===== src/rtl/jk_excitation_drv_if.sv =====
// Target/check bus between a JK excitation driver and its user.
// Carries the target handshake, the returned flip-flop Q, the J/K drives and the check statistics.
interface jk_excitation_drv_if #(
  parameter int ERR_W = 8,
  parameter int CNT_W = 16
);
  logic             tgt_valid;
  logic             tgt_bit;
  logic             tgt_ready;
  logic             q_in;
  logic             j;
  logic             k;
  logic             chk_valid;
  logic             chk_ok;
  logic             err_flag;
  logic [ERR_W-1:0] err_cnt;
  logic [CNT_W-1:0] bit_cnt;

  modport master (
    output tgt_valid, tgt_bit, q_in,
    input  tgt_ready, j, k, chk_valid, chk_ok, err_flag, err_cnt, bit_cnt
  );

  modport slave (
    input  tgt_valid, tgt_bit, q_in,
    output tgt_ready, j, k, chk_valid, chk_ok, err_flag, err_cnt, bit_cnt
  );
endinterface


===== src/rtl/jk_excitation_drv.sv =====
// JK flip-flop excitation driver: derives J/K from a model of Q, then checks the returned Q.
// Define JK_DRV_RESYNC_EN to resynchronise the model to the observed Q after a mismatch.
module jk_excitation_drv #(
  parameter int DC_POLICY = 0,
  parameter int ERR_W     = 8,
  parameter int CNT_W     = 16
) (
  input logic               clk,
  input logic               rst,
  jk_excitation_drv_if.slave bus
);

  typedef enum logic [1:0] {IDLE, APPLY, CHECK} state_t;

  state_t           state_q, state_d;
  logic             qm_q, qm_d;
  logic             tgt_q, tgt_d;
  logic             j_q, j_d;
  logic             k_q, k_d;
  logic             chk_valid_q, chk_valid_d;
  logic             chk_ok_q, chk_ok_d;
  logic             err_flag_q, err_flag_d;
  logic [ERR_W-1:0] err_cnt_q, err_cnt_d;
  logic [CNT_W-1:0] bit_cnt_q, bit_cnt_d;
  logic             match;

  // Don't-care positions take the DC_POLICY value; returns {J, K}.
  function automatic logic [1:0] excite(input logic qm, input logic tgt);
    logic dc;
    dc = (DC_POLICY != 0);
    if (!qm) excite = {tgt, dc};
    else     excite = {dc, ~tgt};
  endfunction

  function automatic logic [ERR_W-1:0] sat_inc(input logic [ERR_W-1:0] v);
    sat_inc = (v == {ERR_W{1'b1}}) ? v : v + 1'b1;
  endfunction

  assign match = (bus.q_in == tgt_q);

  always_comb begin
    state_d     = state_q;
    qm_d        = qm_q;
    tgt_d       = tgt_q;
    j_d         = 1'b0;
    k_d         = 1'b0;
    chk_valid_d = 1'b0;
    chk_ok_d    = chk_ok_q;
    err_flag_d  = err_flag_q;
    err_cnt_d   = err_cnt_q;
    bit_cnt_d   = bit_cnt_q;
    unique case (state_q)
      IDLE: begin
        if (bus.tgt_valid) begin
          tgt_d      = bus.tgt_bit;
          {j_d, k_d} = excite(qm_q, bus.tgt_bit);
          state_d    = APPLY;
        end
      end
      APPLY: state_d = CHECK;
      CHECK: begin
        chk_valid_d = 1'b1;
        chk_ok_d    = match;
        bit_cnt_d   = bit_cnt_q + 1'b1;
        if (!match) begin
          err_cnt_d  = sat_inc(err_cnt_q);
          err_flag_d = 1'b1;
        end
`ifdef JK_DRV_RESYNC_EN
        qm_d = match ? tgt_q : bus.q_in;
`else
        qm_d = tgt_q;
`endif
        state_d = IDLE;
      end
      default: state_d = IDLE;
    endcase
  end

  always_ff @(posedge clk) begin
    if (rst) begin
      state_q     <= IDLE;
      qm_q        <= 1'b0;
      j_q         <= 1'b0;
      k_q         <= 1'b0;
      chk_valid_q <= 1'b0;
      chk_ok_q    <= 1'b0;
      err_flag_q  <= 1'b0;
      err_cnt_q   <= '0;
      bit_cnt_q   <= '0;
    end else begin
      state_q     <= state_d;
      qm_q        <= qm_d;
      j_q         <= j_d;
      k_q         <= k_d;
      chk_valid_q <= chk_valid_d;
      chk_ok_q    <= chk_ok_d;
      err_flag_q  <= err_flag_d;
      err_cnt_q   <= err_cnt_d;
      bit_cnt_q   <= bit_cnt_d;
    end
  end

  // The latched target is only read in CHECK after an accept, so it needs no reset.
  always_ff @(posedge clk) begin
    tgt_q <= tgt_d;
  end

  assign bus.tgt_ready = (state_q == IDLE);
  assign bus.j         = j_q;
  assign bus.k         = k_q;
  assign bus.chk_valid = chk_valid_q;
  assign bus.chk_ok    = chk_ok_q;
  assign bus.err_flag  = err_flag_q;
  assign bus.err_cnt   = err_cnt_q;
  assign bus.bit_cnt   = bit_cnt_q;

endmodule

===== src/flat_wrapper.sv =====
// flat-port wrapper written by rule: the top's interface ports become plain ports
module jk_excitation_drv_flat 
#(
  parameter int DC_POLICY = 0,
  parameter int ERR_W     = 8,
  parameter int CNT_W     = 16
)
  (clk, rst, bus_tgt_valid, bus_tgt_bit, bus_q_in, bus_tgt_ready, bus_j, bus_k, bus_chk_valid, bus_chk_ok, bus_err_flag, bus_err_cnt, bus_bit_cnt);
  jk_excitation_drv_if #(.ERR_W(ERR_W), .CNT_W(CNT_W)) bus_i ();
  input logic clk;
  input logic rst;
  input wire logic [$bits(bus_i.tgt_valid)-1:0] bus_tgt_valid;
  input wire logic [$bits(bus_i.tgt_bit)-1:0] bus_tgt_bit;
  input wire logic [$bits(bus_i.q_in)-1:0] bus_q_in;
  output wire logic [$bits(bus_i.tgt_ready)-1:0] bus_tgt_ready;
  output wire logic [$bits(bus_i.j)-1:0] bus_j;
  output wire logic [$bits(bus_i.k)-1:0] bus_k;
  output wire logic [$bits(bus_i.chk_valid)-1:0] bus_chk_valid;
  output wire logic [$bits(bus_i.chk_ok)-1:0] bus_chk_ok;
  output wire logic [$bits(bus_i.err_flag)-1:0] bus_err_flag;
  output wire logic [$bits(bus_i.err_cnt)-1:0] bus_err_cnt;
  output wire logic [$bits(bus_i.bit_cnt)-1:0] bus_bit_cnt;
  assign bus_i.tgt_valid = bus_tgt_valid;
  assign bus_i.tgt_bit = bus_tgt_bit;
  assign bus_i.q_in = bus_q_in;
  assign bus_tgt_ready = bus_i.tgt_ready;
  assign bus_j = bus_i.j;
  assign bus_k = bus_i.k;
  assign bus_chk_valid = bus_i.chk_valid;
  assign bus_chk_ok = bus_i.chk_ok;
  assign bus_err_flag = bus_i.err_flag;
  assign bus_err_cnt = bus_i.err_cnt;
  assign bus_bit_cnt = bus_i.bit_cnt;
  jk_excitation_drv #(.DC_POLICY(DC_POLICY), .ERR_W(ERR_W), .CNT_W(CNT_W)) u_core (.clk(clk), .rst(rst), .bus(bus_i));
endmodule

===== config.mk =====
export PLATFORM = sky130hd
export DESIGN_NAME = jk_excitation_drv_flat
export DESIGN_NICKNAME = d
export VERILOG_FILES = /design/src/rtl/jk_excitation_drv_if.sv /design/src/rtl/jk_excitation_drv.sv /design/src/flat_wrapper.sv
export SDC_FILE = /design/constraint.sdc
export NUM_CORES = 1
export LEC_CHECK = 0
export BUFFER_PORTS_ARGS = -buffer_cell sky130_fd_sc_hd__buf_2
export CAP_MARGIN = 20
export CORE_MARGIN = 2
export CORE_UTILIZATION = 30
export DETAILED_ROUTE_END_ITERATION = 6
export HOLD_SLACK_MARGIN = 0.03
export SETUP_SLACK_MARGIN = 0.1
export SYNTH_ARGS = -nofsm -noshare
export SYNTH_HDL_FRONTEND = slang
export SYNTH_SLANG_ARGS = --single-unit

===== constraint.sdc =====
create_clock -name clk -period 2.2 [get_ports clk]
set_input_delay 0.22 -clock clk [delete_from_list [all_inputs] [get_ports clk]]
set_output_delay 0.22 -clock clk [all_outputs]
set_load 0.01 [all_outputs]

==> run summary <==
CTS tree -> yes
Maximum clock path buffer count -> 2
Overall routing resource usage -> 12.2%
Initial DRC Count -> 70
Starting Density -> 31.5%
Multi-input combinational cell area -> 677 µm²
Metal3 WL -> 151 µm
Leakage power total -> 0.671 nW
Setup TNS -> 0 ns
Nets -> 196
Max-Slew Margin vs Limit -> 60.2%
Flops & latches, synth -> 33
CP Launch Type -> flop
H-tree depth -> 2
CTS Buf Count -> 5
Crit Reg-Reg Endpoint -> u_core.bus.err_cnt[6]
Layout cells sized above 1 -> 24.2%
Fillers -> 468
Setup Fix Bufs, Post-CTS -> 0
Slew Limit Fails -> 0
Root Driver -> clkbuf_8
Row cnt -> 24
DR vias/cell -> 4.79
Post-route ant nets -> 0
Largest cells by area after synthesis -> dfxtp_1 (46%), nor2_1 (6.2%), xnor2_1 (5.7%)
CP startpoint -> u_core.tgt_q
RR Startpoint -> u_core.tgt_q
Chip Height -> 72.0 µm
Largest net degree at the start of global routing -> 33
Post-synthesis cell area -> 1390 µm²
Mapped Nets -> 159
Yosys warns -> 0
CP arrival -> 1.82 ns
Vias in the first global route -> 1,065
Setup crit end -> u_core.bus.err_cnt[6]
Final setup viols -> 0
Setup Crit Path Kind -> flop to flop
Reg2reg setup slack -> 0.59 ns
Cell area after placement -> 1600 µm²
Die area -> 5190 µm²
CP Data Required Time -> 2.41 ns
Status -> finished, final reports clean
Die Wd -> 72.0 µm
Post-DP HPWL -> 1950 µm
Final hold violation count -> 0
Setup crit end kind -> flop
# IOs -> 35
Count of different cell masters after synthesis -> 36
RSZ-0062 raised after global routing -> false
Commonest non-fill, non-tap cell in the layout -> buf_2
Post_cts resized -> 0
Post-route minimum period -> 1.61 ns
Synth area leader -> dfxtp_1
Total number of vias -> 1,158
Worst r2r path cells -> 4
Commonest non-fill, non-tap cells in the layout -> buf_2 (34), dfxtp_1 (32), nor2_1 (23)
DR pass1 iterations -> 4
Setup Skew -> 0.00448 ns
Final wirelength -> 2820 µm
ANT cells -> 0
DR WL/cell -> 11.7 µm
Sequential area share after synthesis -> 48.3%
Max VDD drop -> 0.212 mV
Met1 WL -> 1430 µm
Max cap viols -> 0
Worst hold path type -> primary input to flop
Post-synth top area share -> 46.1%
Reg clk slew, reported paths -> 0.06 ns
Power Density -> 665 nW/µm²
Reg area -> 671 µm²
Initial antenna violation count -> 0
Final Cycle Share -> 73.2%
Clk sink count -> 33
Syn Inst Count -> 152
Routed wl met2 -> 1180 µm
P&R area growth vs syn -> 21.8%
Peak Freq -> 0.621 GHz
GR Overflow Total -> 0
GPL Wtd Cong -> 0.727
Post-route cell area -> 1690 µm²
Syn_area_per_cell -> 9.14 µm²
Worst-margin pin slew -> 0.597 ns
Core area -> 4410 µm²
Top layer in use -> met4
First-pass GRT wire length -> 4890 µm
Clk Latency, worst-skew pair -> 0.28 ns
Hold Buf Count CTS -> 0
Remaining DRCs -> 0
PortBufs -> 34
CP Max Fanout -> 14
[cells in the mapped netlist]
master,instances
or4_1,3
o211ai_2,1
and2b_4,1
a21oi_1,11
o31ai_1,3
buf_6,1
nand4b_1,1
xnor2_1,9
edfxtp_1,1
or2b_1,1
nor3_2,1
nand3_1,7
xor2_1,4
mux2_2,1
dfxtp_1,32
a311oi_1,1
or3_1,4
nor3_1,3
and2_1,1
nor2_1,23
nand3b_1,1
a41o_2,1
clkbuf_1,2
nand2b_1,1
nand2_1,11
xor2_2,1
o21ai_0,4
buf_1,1
nor4_1,4
ha_1,2
and4b_1,1
nor2b_1,1
nand4_1,4
inv_1,5
mux2i_1,1
nor3b_1,3
[layout make-up]
cell class	count	share of cell area, %
sequential	33	39.6
inverter	5	1.11
multi-input combinational	110	40.0
timing repair buffer	34	10.1
tap	52	3.85
clock buffer	8	5.33
[worst min path at each step]
stage | slack [ns] | startpoint | to | depth (start not counted)
6_report | 0.12 | bus_tgt_bit | u_core.bus.k | 2
5_1_grt | 0.12 | bus_tgt_bit | u_core.bus.k | 2
4_1_cts | 0.11 | bus_tgt_bit | u_core.bus.k | 2
3_5_place_dp | 0.42 | bus_tgt_bit | u_core.bus.k | 2
3_3_place_gp | 0.42 | bus_tgt_bit | u_core.bus.k | 2
2_1_floorplan | 0.30 | bus_tgt_bit | u_core.bus.k | 1
[worst max-delay path: stages (launching register included)]
cell and delay, ns:
edfxtp_1 0.43, xor2_2 0.24, o211ai_2 0.27, or4_1 0.46, a21oi_1 0.15
[through the flow]
step | setup WS, ns | hold slack (ns) | power (W) | cells | utilization [%]
after detailed placement | 0.614 | 0.416 | 0.000674 | 234 | 36.3
after global placement | 0.612 | 0.420 | 0.000674 | 234 | 36.3
after floorplan | 0.768 | 0.296 | 0.000658 | 152 | -
final | 0.589 | 0.124 | 0.00112 | 242 | 38.3
after CTS | 0.582 | 0.110 | 0.00114 | 242 | 38.3
after global routing | 0.411 | 0.116 | 0.00117 | 242 | 38.3
[kinds of logic (layout without fill, tap and decap cells)]
group / Yosys count / in the layout / share of synthesized area, %
AND/OR/NAND/NOR: 71 / 71 / 26.7
flip-flops: 33 / 33 / 48.3
AO/OA/AOI/OAI: 21 / 21 / 9.37
XOR/XNOR: 14 / 14 / 9.37
buffers and inverters: 9 / 47 / 2.97
adder cells (fa/ha/maj): 2 / 2 / 1.80
multiplexers: 2 / 2 / 1.53
[report_power, final]
| group | switching, W | total, W | internal, W |
|---|---|---|---|
| logic | 0.0000273 | 0.0000447 | 0.0000174 |
| registers | 0.00000697 | 0.000615 | 0.000608 |
| clock network | 0.000209 | 0.000464 | 0.000255 |
[routing by layer]
layer	up-vias	GRT usage, %
met5	-	0
met1	524	16.7
met2	26	16.9
li1	603	-
met3	5	4.03
met4	0	6.29
[registers in the layout, summed over array words and instances, names as in the netlist]
signal	count
u_core.bus.err_flag	1
u_core.bus.chk_ok	1
u_core.state_q	2
u_core.bus.err_cnt	8
u_core.tgt_q	1
u_core.qm_q	1
u_core.bus.chk_valid	1
u_core.bus.k	1
u_core.bus.j	1
u_core.bus.bit_cnt	16
No activity file was read; power rests on OpenSTA's default activity.
